## src/rtl/ssd1306_pkg.sv

```systemverilog
// Shared opcodes, decoder state and addressing-mode types for the SSD1306 SPI receiver.
package ssd1306_pkg;

    localparam logic [7:0] CMD_DISPLAY_OFF = 8'hAE;
    localparam logic [7:0] CMD_DISPLAY_ON  = 8'hAF;
    localparam logic [7:0] CMD_CONTRAST    = 8'h81;
    localparam logic [7:0] CMD_ADDR_MODE   = 8'h20;
    localparam logic [7:0] CMD_CHARGE_PUMP = 8'h8D;
    localparam logic [7:0] CMD_MUX_RATIO   = 8'hA8;
    localparam logic [7:0] CMD_DISP_OFFSET = 8'hD3;
    localparam logic [7:0] CMD_CLK_DIV     = 8'hD5;
    localparam logic [7:0] CMD_PRECHARGE   = 8'hD9;
    localparam logic [7:0] CMD_COM_PINS    = 8'hDA;
    localparam logic [7:0] CMD_VCOMH       = 8'hDB;
    localparam logic [7:0] CMD_COL_ADDR    = 8'h21;
    localparam logic [7:0] CMD_PAGE_ADDR   = 8'h22;

    typedef enum logic [1:0] {
        S_CMD    = 2'd0,
        S_PARAM1 = 2'd1,
        S_PARAM2 = 2'd2
    } dec_state_t;

    typedef enum logic [1:0] {
        MODE_HORIZ = 2'd0,
        MODE_VERT  = 2'd1,
        MODE_PAGE  = 2'd2
    } addr_mode_t;

    // Number of parameter bytes that follow a command opcode.
    function automatic logic [1:0] param_count(input logic [7:0] op);
        case (op)
            CMD_CONTRAST, CMD_ADDR_MODE, CMD_CHARGE_PUMP, CMD_MUX_RATIO,
            CMD_DISP_OFFSET, CMD_CLK_DIV, CMD_PRECHARGE, CMD_COM_PINS,
            CMD_VCOMH:                   param_count = 2'd1;
            CMD_COL_ADDR, CMD_PAGE_ADDR: param_count = 2'd2;
            default:                     param_count = 2'd0;
        endcase
    endfunction

endpackage

```

## src/rtl/ssd1306_spi_receiver_if.sv

```systemverilog
// OLED pin bundle plus framebuffer-write and status outputs of the SSD1306 receiver.
interface ssd1306_spi_receiver_if #(
    parameter int COLS  = 128,
    parameter int PAGES = 4
);
    localparam int CW = $clog2(COLS);
    localparam int PW = $clog2(PAGES);

    logic              oled_csn_in;
    logic              oled_dc_in;
    logic              oled_clk_in;
    logic              oled_mosi_in;
    logic [PW+CW-1:0]  fb_addr_out;
    logic [7:0]        fb_data_out;
    logic              fb_write_stb_out;
    logic              display_on_out;
    logic [7:0]        contrast_out;
    logic              frame_err_stb_out;

    modport master (
        output oled_csn_in, oled_dc_in, oled_clk_in, oled_mosi_in,
        input  fb_addr_out, fb_data_out, fb_write_stb_out,
        input  display_on_out, contrast_out, frame_err_stb_out
    );

    modport slave (
        input  oled_csn_in, oled_dc_in, oled_clk_in, oled_mosi_in,
        output fb_addr_out, fb_data_out, fb_write_stb_out,
        output display_on_out, contrast_out, frame_err_stb_out
    );
endinterface

```

## src/rtl/ssd1306_spi_byte_rx.sv

```systemverilog
// Pin synchronizers, SCK edge detect and byte assembly for the SSD1306 SPI link.
module ssd1306_spi_byte_rx #(
    parameter int SYNC_STAGES = 2
) (
    input  logic       clk,
    input  logic       resetn,
    input  logic       csn_pin,
    input  logic       dc_pin,
    input  logic       sck_pin,
    input  logic       mosi_pin,
    output logic       byte_valid,
    output logic [7:0] byte_data,
    output logic       byte_dc,
    output logic       frame_err
);
    logic [SYNC_STAGES-1:0] csn_sync, dc_sync, sck_sync, mosi_sync;
    logic       csn_s, dc_s, sck_s, mosi_s;
    logic       sck_prev, csn_prev, sck_rise;
    logic [6:0] shift;
    logic [2:0] bit_cnt;

    assign csn_s    = csn_sync[SYNC_STAGES-1];
    assign dc_s     = dc_sync[SYNC_STAGES-1];
    assign sck_s    = sck_sync[SYNC_STAGES-1];
    assign mosi_s   = mosi_sync[SYNC_STAGES-1];
    assign sck_rise = sck_s & ~sck_prev;

    always_ff @(posedge clk) begin
        if (!resetn) begin
            csn_sync  <= '1;
            dc_sync   <= '0;
            sck_sync  <= '0;
            mosi_sync <= '0;
        end else begin
            csn_sync  <= {csn_sync[SYNC_STAGES-2:0], csn_pin};
            dc_sync   <= {dc_sync[SYNC_STAGES-2:0], dc_pin};
            sck_sync  <= {sck_sync[SYNC_STAGES-2:0], sck_pin};
            mosi_sync <= {mosi_sync[SYNC_STAGES-2:0], mosi_pin};
        end
    end

    // The frame-error test sees the bit count from before the deselect clears it.
    always_ff @(posedge clk) begin
        if (!resetn) begin
            sck_prev   <= 1'b0;
            csn_prev   <= 1'b1;
            shift      <= '0;
            bit_cnt    <= '0;
            byte_valid <= 1'b0;
            byte_data  <= '0;
            byte_dc    <= 1'b0;
            frame_err  <= 1'b0;
        end else begin
            sck_prev   <= sck_s;
            csn_prev   <= csn_s;
            byte_valid <= 1'b0;
            frame_err  <= csn_s & ~csn_prev & (bit_cnt != 3'd0);
            if (csn_s) begin
                shift   <= '0;
                bit_cnt <= '0;
            end else if (sck_rise) begin
                shift   <= {shift[5:0], mosi_s};
                bit_cnt <= bit_cnt + 3'd1;
                if (bit_cnt == 3'd7) begin
                    byte_valid <= 1'b1;
                    byte_data  <= {shift, mosi_s};
                    byte_dc    <= dc_s;
                end
            end
        end
    end
endmodule

```

## src/rtl/ssd1306_spi_receiver.sv

```systemverilog
// SSD1306 command decoder and framebuffer write-address generator.
// Optional page addressing mode is enabled by defining SSD1306_RX_PAGE_MODE_EN.
module ssd1306_spi_receiver
    import ssd1306_pkg::*;
#(
    parameter int COLS        = 128,
    parameter int PAGES       = 4,
    parameter int SYNC_STAGES = 2
) (
    input  logic                   clk_in,
    input  logic                   resetn_in,
    ssd1306_spi_receiver_if.slave  oled
);
    localparam int CW = $clog2(COLS);
    localparam int PW = $clog2(PAGES);
`ifdef SSD1306_RX_PAGE_MODE_EN
    localparam addr_mode_t RESET_MODE = MODE_PAGE;
`else
    localparam addr_mode_t RESET_MODE = MODE_HORIZ;
`endif

    logic       byte_valid, byte_dc, frame_err;
    logic [7:0] byte_data;

    dec_state_t state, next_state;
    addr_mode_t mode_q, mode_d;
    logic [7:0] cmd_q, cmd_d, param_q, param_d, contrast_q, contrast_d, data_q, data_d;
    logic [CW-1:0] col_q, col_d, col_start_q, col_start_d, col_end_q, col_end_d;
    logic [PW-1:0] page_q, page_d, page_start_q, page_start_d, page_end_q, page_end_d;
    logic [PW+CW-1:0] addr_q, addr_d;
    logic disp_q, disp_d, stb_q, stb_d;

    ssd1306_spi_byte_rx #(.SYNC_STAGES(SYNC_STAGES)) u_byte_rx (
        .clk        (clk_in),
        .resetn     (resetn_in),
        .csn_pin    (oled.oled_csn_in),
        .dc_pin     (oled.oled_dc_in),
        .sck_pin    (oled.oled_clk_in),
        .mosi_pin   (oled.oled_mosi_in),
        .byte_valid (byte_valid),
        .byte_data  (byte_data),
        .byte_dc    (byte_dc),
        .frame_err  (frame_err)
    );

    always_ff @(posedge clk_in) begin
        if (!resetn_in) state <= S_CMD;
        else            state <= next_state;
    end

    // A data byte always returns the decoder to command state.
    always_comb begin
        next_state = state;
        if (byte_valid) begin
            if (byte_dc) begin
                next_state = S_CMD;
            end else begin
                case (state)
                    S_CMD:    next_state = (param_count(byte_data) != 2'd0) ? S_PARAM1 : S_CMD;
                    S_PARAM1: next_state = (param_count(cmd_q) == 2'd2) ? S_PARAM2 : S_CMD;
                    default:  next_state = S_CMD;
                endcase
            end
        end
    end

    // Address windows are committed only once both parameters have arrived.
    always_comb begin
`ifdef SSD1306_RX_PAGE_MODE_EN
        logic [7:0] col8;
        col8 = 8'(col_q);
`endif
        cmd_d = cmd_q;  param_d = param_q;  mode_d = mode_q;
        col_d = col_q;  col_start_d = col_start_q;  col_end_d = col_end_q;
        page_d = page_q;  page_start_d = page_start_q;  page_end_d = page_end_q;
        disp_d = disp_q;  contrast_d = contrast_q;
        addr_d = addr_q;  data_d = data_q;  stb_d = 1'b0;
        if (byte_valid && byte_dc) begin
            addr_d = {page_q, col_q};
            data_d = byte_data;
            stb_d  = 1'b1;
            if (mode_q == MODE_VERT) begin
                if (page_q == page_end_q) begin
                    page_d = page_start_q;
                    col_d  = (col_q == col_end_q) ? col_start_q : col_q + CW'(1);
                end else begin
                    page_d = page_q + PW'(1);
                end
`ifdef SSD1306_RX_PAGE_MODE_EN
            end else if (mode_q == MODE_PAGE) begin
                col_d = (col_q == CW'(COLS-1)) ? '0 : col_q + CW'(1);
`endif
            end else begin
                if (col_q == col_end_q) begin
                    col_d  = col_start_q;
                    page_d = (page_q == page_end_q) ? page_start_q : page_q + PW'(1);
                end else begin
                    col_d = col_q + CW'(1);
                end
            end
        end else if (byte_valid) begin
            case (state)
                S_CMD: begin
                    cmd_d = byte_data;
                    case (byte_data)
                        CMD_DISPLAY_OFF: disp_d = 1'b0;
                        CMD_DISPLAY_ON:  disp_d = 1'b1;
                        default: ;
                    endcase
`ifdef SSD1306_RX_PAGE_MODE_EN
                    if (byte_data[7:4] == 4'h0)     col_d  = CW'({col8[7:4], byte_data[3:0]});
                    if (byte_data[7:4] == 4'h1)     col_d  = CW'({byte_data[3:0], col8[3:0]});
                    if (byte_data[7:3] == 5'b10110) page_d = PW'(byte_data[2:0]);
`endif
                end
                S_PARAM1: begin
                    param_d = byte_data;
                    case (cmd_q)
                        CMD_CONTRAST: contrast_d = byte_data;
                        CMD_ADDR_MODE: begin
                            case (byte_data[1:0])
                                2'd0: mode_d = MODE_HORIZ;
                                2'd1: mode_d = MODE_VERT;
`ifdef SSD1306_RX_PAGE_MODE_EN
                                2'd2: mode_d = MODE_PAGE;
`endif
                                default: ;
                            endcase
                        end
                        default: ;
                    endcase
                end
                S_PARAM2: begin
                    case (cmd_q)
                        CMD_COL_ADDR: begin
                            col_start_d = CW'(param_q);
                            col_end_d   = CW'(byte_data);
                            col_d       = CW'(param_q);
                        end
                        CMD_PAGE_ADDR: begin
                            page_start_d = PW'(param_q);
                            page_end_d   = PW'(byte_data);
                            page_d       = PW'(param_q);
                        end
                        default: ;
                    endcase
                end
                default: ;
            endcase
        end
    end

    always_ff @(posedge clk_in) begin
        if (!resetn_in) begin
            cmd_q <= '0;  param_q <= '0;  mode_q <= RESET_MODE;
            col_q <= '0;  col_start_q <= '0;  col_end_q <= CW'(COLS-1);
            page_q <= '0;  page_start_q <= '0;  page_end_q <= PW'(PAGES-1);
            disp_q <= 1'b0;  contrast_q <= 8'h7F;
            addr_q <= '0;  data_q <= '0;  stb_q <= 1'b0;
        end else begin
            cmd_q <= cmd_d;  param_q <= param_d;  mode_q <= mode_d;
            col_q <= col_d;  col_start_q <= col_start_d;  col_end_q <= col_end_d;
            page_q <= page_d;  page_start_q <= page_start_d;  page_end_q <= page_end_d;
            disp_q <= disp_d;  contrast_q <= contrast_d;
            addr_q <= addr_d;  data_q <= data_d;  stb_q <= stb_d;
        end
    end

    assign oled.fb_addr_out       = addr_q;
    assign oled.fb_data_out       = data_q;
    assign oled.fb_write_stb_out  = stb_q;
    assign oled.display_on_out    = disp_q;
    assign oled.contrast_out      = contrast_q;
    assign oled.frame_err_stb_out = frame_err;
endmodule

```

## src/flat_wrapper.sv

```systemverilog
// flat-port wrapper written by rule: the top's interface ports become plain ports
module ssd1306_spi_receiver_flat import ssd1306_pkg::*;
#(
    parameter int COLS        = 128,
    parameter int PAGES       = 4,
    parameter int SYNC_STAGES = 2
)
  (clk_in, resetn_in, oled_oled_csn_in, oled_oled_dc_in, oled_oled_clk_in, oled_oled_mosi_in, oled_fb_addr_out, oled_fb_data_out, oled_fb_write_stb_out, oled_display_on_out, oled_contrast_out, oled_frame_err_stb_out);
  ssd1306_spi_receiver_if #(.COLS(COLS), .PAGES(PAGES)) oled_i ();
  input  logic clk_in;
  input  logic resetn_in;
  input wire logic [$bits(oled_i.oled_csn_in)-1:0] oled_oled_csn_in;
  input wire logic [$bits(oled_i.oled_dc_in)-1:0] oled_oled_dc_in;
  input wire logic [$bits(oled_i.oled_clk_in)-1:0] oled_oled_clk_in;
  input wire logic [$bits(oled_i.oled_mosi_in)-1:0] oled_oled_mosi_in;
  output wire logic [$bits(oled_i.fb_addr_out)-1:0] oled_fb_addr_out;
  output wire logic [$bits(oled_i.fb_data_out)-1:0] oled_fb_data_out;
  output wire logic [$bits(oled_i.fb_write_stb_out)-1:0] oled_fb_write_stb_out;
  output wire logic [$bits(oled_i.display_on_out)-1:0] oled_display_on_out;
  output wire logic [$bits(oled_i.contrast_out)-1:0] oled_contrast_out;
  output wire logic [$bits(oled_i.frame_err_stb_out)-1:0] oled_frame_err_stb_out;
  assign oled_i.oled_csn_in = oled_oled_csn_in;
  assign oled_i.oled_dc_in = oled_oled_dc_in;
  assign oled_i.oled_clk_in = oled_oled_clk_in;
  assign oled_i.oled_mosi_in = oled_oled_mosi_in;
  assign oled_fb_addr_out = oled_i.fb_addr_out;
  assign oled_fb_data_out = oled_i.fb_data_out;
  assign oled_fb_write_stb_out = oled_i.fb_write_stb_out;
  assign oled_display_on_out = oled_i.display_on_out;
  assign oled_contrast_out = oled_i.contrast_out;
  assign oled_frame_err_stb_out = oled_i.frame_err_stb_out;
  ssd1306_spi_receiver #(.COLS(COLS), .PAGES(PAGES), .SYNC_STAGES(SYNC_STAGES)) u_core (.clk_in(clk_in), .resetn_in(resetn_in), .oled(oled_i));
endmodule
```

## config.mk

```make
export PLATFORM = sky130hd
export DESIGN_NAME = ssd1306_spi_receiver_flat
export DESIGN_NICKNAME = d
export VERILOG_FILES = /design/src/rtl/ssd1306_pkg.sv /design/src/rtl/ssd1306_spi_receiver_if.sv /design/src/rtl/ssd1306_spi_byte_rx.sv /design/src/rtl/ssd1306_spi_receiver.sv /design/src/flat_wrapper.sv
export SDC_FILE = /design/constraint.sdc
export NUM_CORES = 1
export LEC_CHECK = 0
export CELL_PAD_IN_SITES_DETAIL_PLACEMENT = 0
export CELL_PAD_IN_SITES_GLOBAL_PLACEMENT = 1
export CORE_UTILIZATION = 46
export CTS_BUF_LIST = sky130_fd_sc_hd__clkbuf_4
export DETAILED_ROUTE_END_ITERATION = 7
export PLACE_DENSITY = 0.78
export SLEW_MARGIN = 15
export SYNTH_ARGS = -nofsm -noshare
export SYNTH_HDL_FRONTEND = slang
export SYNTH_SLANG_ARGS = --single-unit
```

## constraint.sdc

```tcl
create_clock -name clk_in -period 1.9 [get_ports clk_in]
set_clock_uncertainty 0.05 [all_clocks]
set_input_delay 0.57 -clock clk_in [delete_from_list [all_inputs] [get_ports clk_in]]
set_output_delay 0.57 -clock clk_in [all_outputs]
set_load 0.005 [all_outputs]
```

==> metrics.md, run 1 <==
| Metric | Value |
|---|---|
| Residual DRC | 0 |
| Die Y | approximately 100 um |
| Hpwl dp | 6.94 mm |
| Maximum clock insertion buffer count | 2 |
| Num CTS Buffers | 9 |
| Syn nets | 504 |
| Number of global-route vias before repair | around 3,400 |
| Routed wire length | 9.86 mm |
| FFs w/ async S/R, synth | 0% |
| Clock-pin slew on the worst setup and hold paths | 170 ps |
| Synth Cell Area | approximately 4400 sq um |
| Hold Vio Cnt, Final | 0 |
| Rows | 35 |
| RD Place Congestion | 0.854 |
| Unrepaired setup endpoints after global routing | no |
| Tmin final | 1780 ps |
| Slew @ Worst Pin | 542 ps |
| Sequential fraction of the synthesis area | ~46% |
| Post-route cell area | about 5200 sq um |
| Critical Path AT | ~2100 ps |
| M3 GR Usage | approximately 2.9% |
| Synthesized flop and latch total | ~100 |
| Filler cells | roughly 900 |
| Most used DFF post-synth | dfxtp_1 |
| Setup TNS | 0 ps |
| Met1 Usage GRT | roughly a quarter |
| Total gr overflow | 0 |
| Core Area | roughly 9300 sq um |
| Slew headroom | a little under two thirds |
| Critical path class | reg -> reg |
| Crit-path max FO | 7 |
| Hold depth | 1 |
| Most used routing layer | met2 |
| Crit share post-route | between 90 and 100% |
| Hold Crit Class | reg -> reg |
| Clock Sinks | roughly 100 |
| Initial DRC count | 153 |
| CTS tree | built |
| Status | complete, no violations |
| Number of synthesized flops with an enable pin | 0 |
| Vias per Instance | roughly 5.2 |
| Leakage power | 2.04 nW |
| Wirelength per Cell | between 10 and 15 um |
| Layout area overhead | 17.5% |
| Initial antenna violation count | 0 |
| R2r startpoint | u_core.cmd_q[1]$_SDFFE_PN0P_ |
| Worst setup endpoint | u_core.col_q[0]$_SDFFE_PN0P_ |
| Worst-skew pair later-pin latency | approximately 460 ps |
| YS warnings | 0 |
| Distinct cells, synth | 56 |
| Worst EP required | between 2000 and 2500 ps |
| Share of cells above drive strength 1 | 17.4% |
| Die Area | ~10,000 sq um |
| Final Max Slew Viols | 0 |
| Worst vdd ir | 0.439 mV |
| Met2 Usage GRT | around 37% |
| DR vias | about 3,500 |
| # setup viols final | 0 |
| Nets | 550 |
| ANT cells | 0 |
| Reg2Reg Depth | 5 |
| Initial core utilization | 47.9% |
| CP startpoint kind | flop |
| Drt pass-1 iters | 4 |
| Number of I/O pins | 34 |
| Max-cap violations | 0 |
| Buffers on Ports | 33 |
| H-tree depth | 3 |
| Capturing point of the worst reg2reg path | u_core.col_q[0]$_SDFFE_PN0P_ |
| Largest net degree at the start of global routing | 29 |
| First-pass GRT wire length | approximately 16 mm |
| Syn Area/Cell | 9.01 sq um |
| Die Span X | between 100 and 150 um |
| Root buf cell | clkbuf_4 |
| Critical path launch point | u_core.cmd_q[1]$_SDFFE_PN0P_ |
| Area post-placement | approximately 5000 sq um |
| Syn Inst Count | about 490 |
| Maximum clock rate | ~560 MHz |
| Critical path endpoint category | flop |
| Final ANT Viol Nets | 0 |
| Area of the multi-input gates | between 2000 and 2500 sq um |
| PD cells | around 660 nW/um^2 |
| R2R Setup Slk | about 120 ps |
| GRT Total Usage | a little over a fifth |
| Register Area | between 2000 and 2500 sq um |
-- routing by layer --
metal,vias up,routed length [um]
met5,-,0
met3,11,225
met1,1642,4580
met2,58,4910
li1,1771,-
met4,0,150
-- state kept, by name (all words and copies together) (netlist names), 3 cells and up --
signal,flops
u_core.col_start_q,7
u_core.oled.contrast_out,8
u_core.oled.fb_addr_out,9
u_core.cmd_q,8
u_core.param_q,7
u_core.u_byte_rx.bit_cnt,3
u_core.oled.fb_data_out,8
u_core.u_byte_rx.shift,7
u_core.col_q,7
u_core.col_end_q,7
u_core.u_byte_rx.byte_data,8
-- critical path, cell delays in order (launching register included) --
cell and delay [ps]:
dfxtp_1 360, and2b_1 380, nand3_4 150, a211oi_4 390
nand3b_1 150, o32ai_2 210
-- cell usage in the layout, fill, tap and decap left out, drive strengths merged, types with 6 or more instances in the layout --
cell / count
o21ai: 8
a21boi: 35
nor2: 15
nor2b: 23
inv: 9
mux2i: 36
clkbuf: 10
a21oi: 14
nor3: 6
buf: 34
dlygate4sd2: 28
and2: 10
nand3: 9
dfxtp: 103
nand2: 118
a31oi: 6
xnor2: 14
-- metrics by stage --
step	std cells	worst slack [ps]	utilization, %	hold slack, ps	total power [mW]
floorplan	494	231	-	323	2.27
global placement	655	116	54.2	332	2.30
detailed placement	655	57.0	54.2	333	2.30
CTS	673	27.9	56.0	355	3.51
global route	674	13.7	56.3	392	3.59
finish	674	124	56.3	362	3.46
-- power by group --
group	internal (mW)	leakage, nW	switching [mW]
registers	2.17	0.839	0.00351
clock network	0.440	0.0839	0.770
logic	0.0378	1.12	0.0399
total	2.65	2.04	0.813
-- cell type report --
type	instances	share of cell area (%)
Tap cell	129	3.09
Clock inverter	6	1.56
Clock buffer	10	1.44
Sequential cell	103	40.1
Inverter	8	0.574
Timing Repair Buffer	66	10.3
Multi-Input combinational cell	352	43.0
-- how the worst min path moves through the flow --
stage          slack (ps)                            startpoint                                    end
6_report              360  u_core.u_byte_rx.csn_prev$_SDFF_PN1_  u_core.u_byte_rx.frame_err$_SDFF_PN0_
5_1_grt               390  u_core.u_byte_rx.csn_prev$_SDFF_PN1_  u_core.u_byte_rx.frame_err$_SDFF_PN0_
4_1_cts               360  u_core.u_byte_rx.csn_prev$_SDFF_PN1_  u_core.u_byte_rx.frame_err$_SDFF_PN0_
3_5_place_dp          330  u_core.u_byte_rx.csn_prev$_SDFF_PN1_  u_core.u_byte_rx.frame_err$_SDFF_PN0_
3_3_place_gp          330  u_core.u_byte_rx.csn_prev$_SDFF_PN1_  u_core.u_byte_rx.frame_err$_SDFF_PN0_
2_1_floorplan         320  u_core.u_byte_rx.csn_prev$_SDFF_PN1_  u_core.u_byte_rx.frame_err$_SDFF_PN0_
-- logic make-up (layout without fill, tap and decap cells) --
group                    after synthesis  count (layout)  synth area share, %
AO/OA/AOI/OAI                         85              85                 14.0
flip-flops                           103             103                 46.3
XOR/XNOR                              16              16                 3.15
adder cells (fa/ha/maj)                4               4                 1.12
buffers and inverters                 39              90                 3.74
multiplexers                          36              36                 8.10
AND/OR/NAND/NOR                      211             211                 23.5
-- Yosys cell counts (4+ instances only) --
library cell	instances	area (sq um)
mux2i_1	36	360
nor3_1	6	30.0
and2_1	9	56.3
nor2_1	14	52.6
buf_2	4	20.0
or3_1	4	25.0
a21oi_1	14	70.1
nand2b_1	5	31.3
inv_1	8	30.0
nand2_1	118	443
xnor2_1	14	123
nand3_1	7	35.0
o21ai_0	8	40.0
a21boi_0	35	263
ha_1	4	50.1
and3_1	4	25.0
nor2b_1	23	144
a31oi_1	6	37.5
dfxtp_1	103	2060
clkbuf_1	23	86.3
-- timing repair --
item	CTS	global route
hold buffers	0	0
pin swaps	0	1
endpoints found under the setup margin	28	10
gates resized for setup	54	5
buffers inserted	2	1
No activity file was read; power rests on OpenSTA's default activity.
==> run 2, diff against run 1 <==
ABC_CLOCK_PERIOD_IN_PS = 1900   (was unset)
==> results of run 2 <==
Same layout as run 1: the final DEF is identical, and so are final timing and power.
==> run 3, diff against run 2 <==
ABC_CLOCK_PERIOD_IN_PS = 1700   (was 1900)
CAP_MARGIN = 20   (was unset)
clock period = 1.7 ns   (was 1.9 ns; I/O delays follow)
==> run 3 against run 2 <==
Effect of this change:
- global-route usage about the same
- die area stayed put
- total power up 12%
- combinational power grew 19%
- sequential power increased by 12%
- routed wire length is 0.44% lower
- cell count increased by 1.2%
- non-clock buffer count is 10 higher
- clock power rose by 13%
==> metrics.md, run 3 (synthesis gave the netlist of run 1 again) <==
| Metric | Value |
|---|---|
| Status | complete, no violations (unchanged) |
| Sw Ratio | 21.4% (was 23.5%) |
| Worst vdd ir | 0.398 mV (was 0.439 mV) |
| Critical Path AT | 1950 ps (was 2090 ps) |
| CP startpoint kind | flop (unchanged) |
| Slew @ Worst Pin | 391 ps (was 542 ps) |
| Postcts setup bufs | 0 (was 2) |
| Slew headroom | 73.9% (was 63.8%) |
| Layout area overhead | 21.2% (was 17.5%) |
| # setup viols final | 0 (unchanged) |
| Core Area | 9280 sq um (unchanged) |
| Clock Power Share | 35.3% (was 35.0%) |
| Initial antenna violation count | 0 (unchanged) |
| Placed insts | 668 (was 655) |
| Initial DRC count | 142 (was 153) |
| Max FFs per register | 9 (unchanged) |
| Die Area | 10,100 sq um (unchanged) |
| Crit-path max FO | 6 (was 7) |
| Number of global-route vias before repair | 3,342 (was 3,364) |
| Crit share post-route | 95.3% (was 93.5%) |
| CTS tree | built (unchanged) |
| Hold slack | 325 ps (was 362 ps) |
| ANT cells | 0 (unchanged) |
| PD cells | 722 nW/um^2 (was 662 nW/um^2) |
| Die Y | 100 um (unchanged) |
| Capturing point of the worst reg2reg path | u_core.page_q[0]$_SDFFE_PN0P_ (was u_core.col_q[0]$_SDFFE_PN0P_) |
| Share of cells above drive strength 1 | 19.9% (was 17.4%) |
| Maximum clock insertion buffer count | 2 (unchanged) |
| Reg2Reg Depth | 6 (was 5) |
| Largest net degree at the start of global routing | 34 (was 29) |
| CP Cell Sequence | xnor2_1 -> nand3_1 -> nor2_2 -> buf_4 -> o311ai_2 -> mux2i_1 (was and2b_1 -> nand3_4 -> a211oi_4 -> nand3b_1 -> o32ai_2) |
| Commonest non-fill, non-tap cells in the layout | nand2_1 (118), dfxtp_1 (73), mux2i_1 (36), buf_4 (36), a21boi_0 (35) (was nand2_1 (118), dfxtp_1 (75), mux2i_1 (36), a21boi_0 (35), buf_4 (33)) |
| Number of I/O pins | 34 (unchanged) |
| Worst EP required | 2030 ps (was 2220 ps) |
| Clock Sinks | 103 (unchanged) |
| Sw power | 835 uW (was 813 uW) |
| Buffers on Ports | 33 (unchanged) |
| Worst setup endpoint | u_core.page_q[0]$_SDFFE_PN0P_ (was u_core.col_q[0]$_SDFFE_PN0P_) |
| Worst-skew pair later-pin latency | 430 ps (was 460 ps) |
| Slowest cell on crit path | dfxtp_1 (was a211oi_4) |
| Wirelength per Cell | 14.4 um (was 14.6 um) |
| R2R Setup Slk | 80 ps (was 120 ps) |
| Total gr overflow | 0 (unchanged) |
| Critical path endpoint category | flop (unchanged) |
| Drt pass-1 iters | 4 (unchanged) |
| Max-cap violations | 0 (unchanged) |
| Clock-pin slew on the worst setup and hold paths | 150 ps (was 170 ps) |
| Critical path launch point | u_core.col_q[2]$_SDFFE_PN0P_ (was u_core.cmd_q[1]$_SDFFE_PN0P_) |
| Hold Crit Class | in -> reg (was reg -> reg) |
| Internal | 3.06 mW (was 2.65 mW) |
| Root buf cell | clkbuf_4 (unchanged) |
| CP max stage delay | 500 ps (was 390 ps) |
| Leakage power | 2.13 nW (was 2.04 nW) |
| Commonest non-fill, non-tap cell in the layout | nand2_1 (unchanged) |
| First-pass GRT wire length | 16.4 mm (about the same) |
| Tmin final | 1620 ps (was 1780 ps) |
| H-tree depth | 3 (unchanged) |
| DR vias | 3,486 (was 3,482) |
| R2r startpoint | u_core.col_q[2]$_SDFFE_PN0P_ (was u_core.cmd_q[1]$_SDFFE_PN0P_) |
| Post-Layout Cell Count | 682 (was 674) |
| RD Place Congestion | 0.831 (was 0.854) |
| Vias per Instance | 5.11 (was 5.17) |
| Initial core utilization | 47.9% (unchanged) |
| GRT Total Usage | 20.9% (about the same) |
| Hpwl dp | 7.02 mm (was 6.94 mm) |
| Setup TNS | 0 ps (unchanged) |
| Rows | 35 (unchanged) |
| Num CTS Buffers | 9 (unchanged) |
| Die Span X | 100 um (unchanged) |
| Flop pwr share | 62.4% (was 62.8%) |
| Hold Vio Cnt, Final | 0 (unchanged) |
| Routed wire length | 9.82 mm (was 9.86 mm) |
| Final Max Slew Viols | 0 (unchanged) |
| Residual DRC | 0 (unchanged) |
| Unrepaired setup endpoints after global routing | yes (was no) |
| Worst hold path startpoint | resetn_in (was u_core.u_byte_rx.csn_prev$_SDFF_PN1_) |
| Final ANT Viol Nets | 0 (unchanged) |
| Critical path class | reg -> reg (unchanged) |
| Maximum clock rate | 617 MHz (was 563 MHz) |
| Combinational cell fraction of total power | 2.4% (was 2.2%) |
| Hold_buf cts | 0 (unchanged) |
| Nets | 560 (was 550) |
[run 3: how the worst min path moves through the flow]
stage	endpoint	cells past startpoint
CTS	u_core.u_byte_rx.csn_sync[1]$_SDFF_PN1_	2
finish	u_core.u_byte_rx.csn_sync[1]$_SDFF_PN1_	2
global route	u_core.u_byte_rx.csn_sync[1]$_SDFF_PN1_	2
floorplan	u_core.u_byte_rx.frame_err$_SDFF_PN0_	1
detailed placement	u_core.u_byte_rx.frame_err$_SDFF_PN0_	1
global placement	u_core.u_byte_rx.frame_err$_SDFF_PN0_	1
[run 3: layout make-up]
class,count,area [sq um]
fillers,883,3890
multi-input cells,352,2260
clock buffers,9,67.6
flip-flops and latches,103,2100
well taps,129,161
inverters,8,30.0
clock inverters,5,83.8
repair buffers,76,692
[run 3: metrics by stage]
step           cell area [sq um]  worst slack, ps  utilization, %  total power [mW]
2_1_floorplan               4450             30.7               -              2.53
3_3_place_gp                5200             15.1            56.1              2.57
3_5_place_dp                5200             9.66            56.1              2.58
4_1_cts                     5350             16.1            57.7              3.94
5_1_grt                     5390            -28.4            58.1              4.05
6_report                    5390             80.4            58.1              3.89
[run 3: timing repair]
action	CTS	global route
gates resized for setup	54	12
cloned	0	0
endpoints found under the setup margin	28	21
endpoints found under the hold margin	0	0
[run 3: layer usage]
layer	part of all wire, %	GRT usage, %	wire (um)	up-vias
li1	-	-	-	1775
met5	0	0	0	-
met2	49	36.9	4830	40
met3	1.8	3.62	176	12
met1	48	26.1	4690	1659
met4	1.2	6.13	119	0
[run 3: power by group through the flow]
stage               combinational [mW]  clock (mW)  sequential, mW
floorplan                       0.0543           0            2.48
global placement                0.0930           0            2.48
detailed placement              0.0944           0            2.48
CTS                             0.0941        1.42            2.43
global route                    0.0999        1.52            2.43
finish                          0.0924        1.37            2.43
[run 3: critical path, delay by kind of cell (launching register included)]
kind / cells / cell delay, ps
AO/OA/AOI/OAI: 1 / 320
XOR/XNOR: 1 / 110
buffers and inverters: 1 / 160
flip-flops: 1 / 500
multiplexers: 1 / 220
AND/OR/NAND/NOR: 2 / 210
==> variant 1 (flow settings as in run 2) <==
Re-encode `dec_state_t` (3 states) as one-hot, 3 bits wide.
--- a/src/rtl/ssd1306_pkg.sv
+++ b/src/rtl/ssd1306_pkg.sv
@@ -16,8 +16,8 @@
     localparam logic [7:0] CMD_PAGE_ADDR   = 8'h22;
 
-    typedef enum logic [1:0] {
-        S_CMD    = 2'd0,
-        S_PARAM1 = 2'd1,
-        S_PARAM2 = 2'd2
+    typedef enum logic [2:0] {
+        S_CMD    = 3'b001,
+        S_PARAM1 = 3'b010,
+        S_PARAM2 = 3'b100
     } dec_state_t;
 
Check against the original RTL: same outputs for any inputs over 10 cycles, from zero or initial values and one cycle with resetn_in low; not proved beyond that.
==> variant 1 against run 2 <==
- total power fell by 0.16%
- sequential cell count rose by 1
- global-route usage rose by 0.59 points
- synthesized area rose by 0.34%
- final cell count fell by 1.0%
- wire length rose by 1.9%
- first-iteration DRC count rose by 22%
- worst setup slack improved by 0.020 ns
- final area rose by 1.2%
- critical path type unchanged
- critical endpoint is now u_core.col_start_q[4]
==> variant 1: results (changes against run 2) <==
### Placed design
- 5130 um2 — dpl cell area, +2.0%
- 0.135 ns — worst setup slack after placement, +0.0777 ns
- 0.827 — Final GP Congestion, -3.2%
- 7060 um — HPWL after detailed placement, +1.7%
- 651 — post-placement cell count, -0.61%

### Setup path
- dfxtp_1 — cell type of the slowest stage on the worst timing path
- 2.04 ns — CP arrival, -0.05 ns
- 14 — CP max FO, +7
- simple AND/OR/NAND/NOR gates — CP top delay family

### Finish
- 5290 um2 — Non-Filler Cell Area, Final, +1.2%
- 870 — fill count, -2.2%
- 0.178 — layout cells sized above 1, +0.00413
- 544 — fin nets, -1.1%
- 0 — count of antenna diodes in the layout, unchanged

### Synth
- 486 — post-synthesis instance total, -1.6%
- 104 x dfxtp_1, 99 x nand2_1, 43 x mux2i_1 — leading post-synthesis cells by instance count
- 0.466 — sequential-to-total area share from yosys stat, +0.00293
- 49 — number of distinct standard cells referenced by the synthesized netlist, -13%
- dfxtp_1 47%, mux2i_1 9.6%, nand2_1 8.3% — cell types occupying the most area after synthesis
- dfxtp_1 — top flip-flop cell by instance count after synthesis
- 496 — number of nets produced by synthesis, -1.6%

### Pwr
- 1.95 nW — static leakage, -4.5%
- 0.000340 V — worst-case vdd ir drop, -22%

### Drt
- 3425 — Via Count, -1.6%
- 4 — number of detailed-route iterations in the first pass, unchanged
- 15.1 um — drt wl/cell, +3.0%
- 0 — detailed-route DRC error count, unchanged
- 186 — DRC marker count from the first detailed-route iteration, +22%
- 5.13 — post-detailed-route via-to-cell ratio, -0.60%

### STA
- 0.438 ns — actual transition at the worst max-transition pin, -0.103 ns
- 0.924 — fin crit share, -0.0103

### Clock tree
- 0.16 ns — CTS clock-pin slew for the worst setup and hold paths
- 2 — maximum clock path buffer count, unchanged

### Global route
- 0.215 — global-route total usage across every layer, +0.00587
- 29 — maximum number of pins on one net before global-route repair, unchanged
- 3286 — vias in the first global route, -2.3%
- 16700 um — wire length of the first global-routing pass, +1.9%

### Status
- complete, no violations — status

-- variant 1: cell count changes in the layout (fill, tap and decap cells not counted), sizes merged, moves of 5 or more --
cell | run 2 | this run
buf | 34 | 40
nor4b | 0 | 5
mux2i | 36 | 43
a21boi | 35 | 30
nor2b | 23 | 30
nand2 | 118 | 100
-- variant 1: final cells by class --
type	instances	share of cell area
tap	129	0.0305
clock inverter	6	0.0147
timing repair buffer	72	0.120
inverter	4	0.00284
multi-input combinational	343	0.420
sequential	104	0.400
clock buffer	9	0.0128
-- variant 1: worst register-to-register path, delay by kind of cell, from the launching register on --
| kind | cells | cell delay (ns) |
|---|---|---|
| multiplexers | 1 | 0.22 |
| flip-flops | 1 | 0.39 |
| buffers and inverters | 1 | 0.19 |
| AND/OR/NAND/NOR | 4 | 0.81 |
-- variant 1: what timing repair did --
item                                    4_1_cts  5_1_grt
resized for setup                            54        3
buffers inserted                              0        1
endpoints found under the setup margin       28        2
pin swaps                                     0        1
-- variant 1: layer usage --
layer	wire length [um]	share of wire	GRT usage	up-vias
met1	4670	0.46	0.281	1611
met5	0	0	0	-
li1	-	-	-	1740
met2	4910	0.49	0.368	68
met3	373	0.037	0.0361	6
met4	97	0.0096	0.0602	0
-- variant 1: worst paths after layout --
check	slack (ns)	to	startpoint	cells past startpoint
min reg2reg	0.35	u_core.u_byte_rx.frame_err	u_core.u_byte_rx.csn_prev	1
min	0.35	u_core.u_byte_rx.frame_err	u_core.u_byte_rx.csn_prev	1
max reg2reg	0.14	u_core.col_start_q[4]	u_core.cmd_q[7]	6
max	0.14	u_core.col_start_q[4]	u_core.cmd_q[7]	6
-- variant 1: logic make-up (layout without fill, tap and decap cells) --
family / after synthesis / in the layout / share of synthesized area
adder cells (fa/ha/maj): 4 / 4 / 0.0112
AND/OR/NAND/NOR: 205 / 205 / 0.236
XOR/XNOR: 19 / 19 / 0.0373
multiplexers: 43 / 43 / 0.0964
buffers and inverters: 39 / 91 / 0.0376
flip-flops: 104 / 104 / 0.466
AO/OA/AOI/OAI: 72 / 72 / 0.115
-- variant 1: power breakdown --
group          leakage (nW)  internal [mW]  switching [mW]
Combinational          1.03         0.0401          0.0404
Sequential            0.847           2.19         0.00328
Clock                0.0760          0.418           0.763
Total                  1.95           2.65           0.806
==> variant 2 (flow settings as in run 2) <==
Without the edit above. Add a define of `SSD1306_RX_PAGE_MODE_EN`.
--- a/src/rtl/ssd1306_spi_receiver.sv
+++ b/src/rtl/ssd1306_spi_receiver.sv
@@ -1,4 +1,6 @@
 // SSD1306 command decoder and framebuffer write-address generator.
 // Optional page addressing mode is enabled by defining SSD1306_RX_PAGE_MODE_EN.
+`define SSD1306_RX_PAGE_MODE_EN
+
 module ssd1306_spi_receiver
     import ssd1306_pkg::*;
Behaviour: no difference found for any inputs over 10 cycles, from zero or initial values and one cycle with resetn_in low; that may be too few to reach the edited logic, so the function may still have changed.
==> variant 2 against run 2 <==
- sequential cell count is 1 higher
- wire length is 12% higher
- synthesized area is 5.0% higher
- final area is 8.7% higher
- fmax is 3.5% lower
- worst setup slack worse by 0.065 ns
- synthesized cell count is 7.1% higher
- clock power is 7% lower
- core utilization is 1.5 points higher
- total power is 1.7% lower
- die area is 4.9% higher
- largest cell class unchanged
- highest routed layer unchanged
==> variant 2: results (changes against run 2) <==
### Drt
- 169 — DRC marker count from the first detailed-route iteration, +10%
- 5450 um — routed metal-1 wire length, +19%
- 5160 um — DR WL met2, +5.1%
- 252 um — detailed route wirelength on metal3, +12%
- 11000 um — total routed wirelength, +12%

### Synth
- 0.446 — sequential-to-total area share from yosys stat, -0.0178
- 539 — number of nets produced by synthesis, +6.9%
- dfxtp_1 45%, nand2_1 9.9%, mux2i_1 6.9% — cell types occupying the most area after synthesis
- 8.83 um2 — average cell area after synthesis, -1.9%
- 123 x nand2_1, 104 x dfxtp_1, 35 x a21boi_0 — leading post-synthesis cells by instance count
- 51 — number of distinct standard cells referenced by the synthesized netlist, -8.9%
- 104 — post-synthesis sequential element count, +0.97%

### Pwr
- 2.62 mW — design internal power, -1.2%
- 0.000452 V — worst-case vdd ir drop, +3.0%
- 0.0745 mW — Comb group, -4.1%
- 0.783 mW — switching power total, -3.7%
- 2.22 nW — static leakage, +8.7%

### STA
- 0.355 ns — Min Hold Slack, -0.00675 ns
- 0.969 — fin crit share, +0.0340
- 0.597 — Max transition margin, -0.0411

### Finish
- 9 — number of clock buffers in the layout, -1
- 608 — fin nets, +11%
- 961 — fill count, +8.0%
- 94 — number of buffers other than clock buffers in the final layout, +42%
- 0.138 — final-layout non-clock buffer area share, +0.0354
- 9 — number of flip-flops in the largest register, unchanged
- 2120 um2 — flip-flop and latch area, +0.95%
- 0.0225 — share of final layout cell area taken by clock buffers and inverters, -0.00745
- 0.203 — layout cells sized above 1, +0.0287
- 734 — final standard cell count with taps included and fillers excluded, +8.9%
- 381 — number of multi-input combinational cells, +8.2%
- 2450 um2 — area of combinational cells with multiple inputs, +9.3%
- 0.373 — share of the final layout cell area in sequential cells, -0.0284

### Setup path
- 6 — CP max FO, -1
- dfxtp_1 — cell type of the slowest stage on the worst timing path
- 0.48 ns — slowest cell delay on critical path, +0.09 ns
- 6 — cells on worst reg2reg path, +1
- u_core.col_q[0] — critical register-to-register path startpoint
- 2.17 ns — CP arrival, +0.08 ns
- compound AO/OA/AOI/OAI gates — CP top delay family
- 0.06 ns — register-to-register setup slack, -0.06 ns

### Clock tree
- clkbuf_4 — cell at the root of the clock tree
- 0.16 ns — CTS clock-pin slew for the worst setup and hold paths
- 55 — post-cts resize count, +1.9%
- 3 — buffer count from post-CTS setup fixing, +1
- 2 — maximum clock path buffer count, unchanged

### Placed design
- -0.00480 ns — worst setup slack after placement, -0.0618 ns
- 7900 um — HPWL after detailed placement, +14%
- 5480 um2 — dpl cell area, +8.9%
- 714 — post-placement cell count, +9.0%
- 0.759 — Final GP Congestion, -11%

### Global route
- 0.300 — Global Route met1 Usage, +0.0416
- 0.226 — global-route total usage across every layer, +0.0170
- 0.369 — GR Layer Usage met2, +0.000962
- 18200 um — wire length of the first global-routing pass, +11%
- 3599 — vias in the first global route, +7.0%
- 0.0407 — met3 track demand over resource in global routing, +0.0121

### Die
- 133 — count of inserted tapcells, +3.1%

### Status
- complete, no violations — status

[variant 2: cell types whose count changed after synthesis, moves of 4 or more]
cell / before / now
o21ai_0: 8 / 15
a31oi_1: 6 / 0
clkbuf_1: 23 / 29
a21oi_1: 14 / 19
nand2_1: 118 / 123
xor2_1: 2 / 7
a211oi_1: 1 / 5
mux2i_1: 36 / 32
o211a_1: 0 / 4
o31ai_1: 0 / 4
xnor2_1: 14 / 10
[variant 2: cell families (layout without fill, tap and decap cells)]
group / count (synthesis) / in the layout / synth area share
XOR/XNOR: 17 / 17 / 0.0319
multiplexers: 32 / 32 / 0.0686
buffers and inverters: 44 / 116 / 0.0370
adder cells (fa/ha/maj): 5 / 5 / 0.0129
flip-flops: 104 / 104 / 0.446
AND/OR/NAND/NOR: 215 / 215 / 0.230
AO/OA/AOI/OAI: 112 / 112 / 0.174
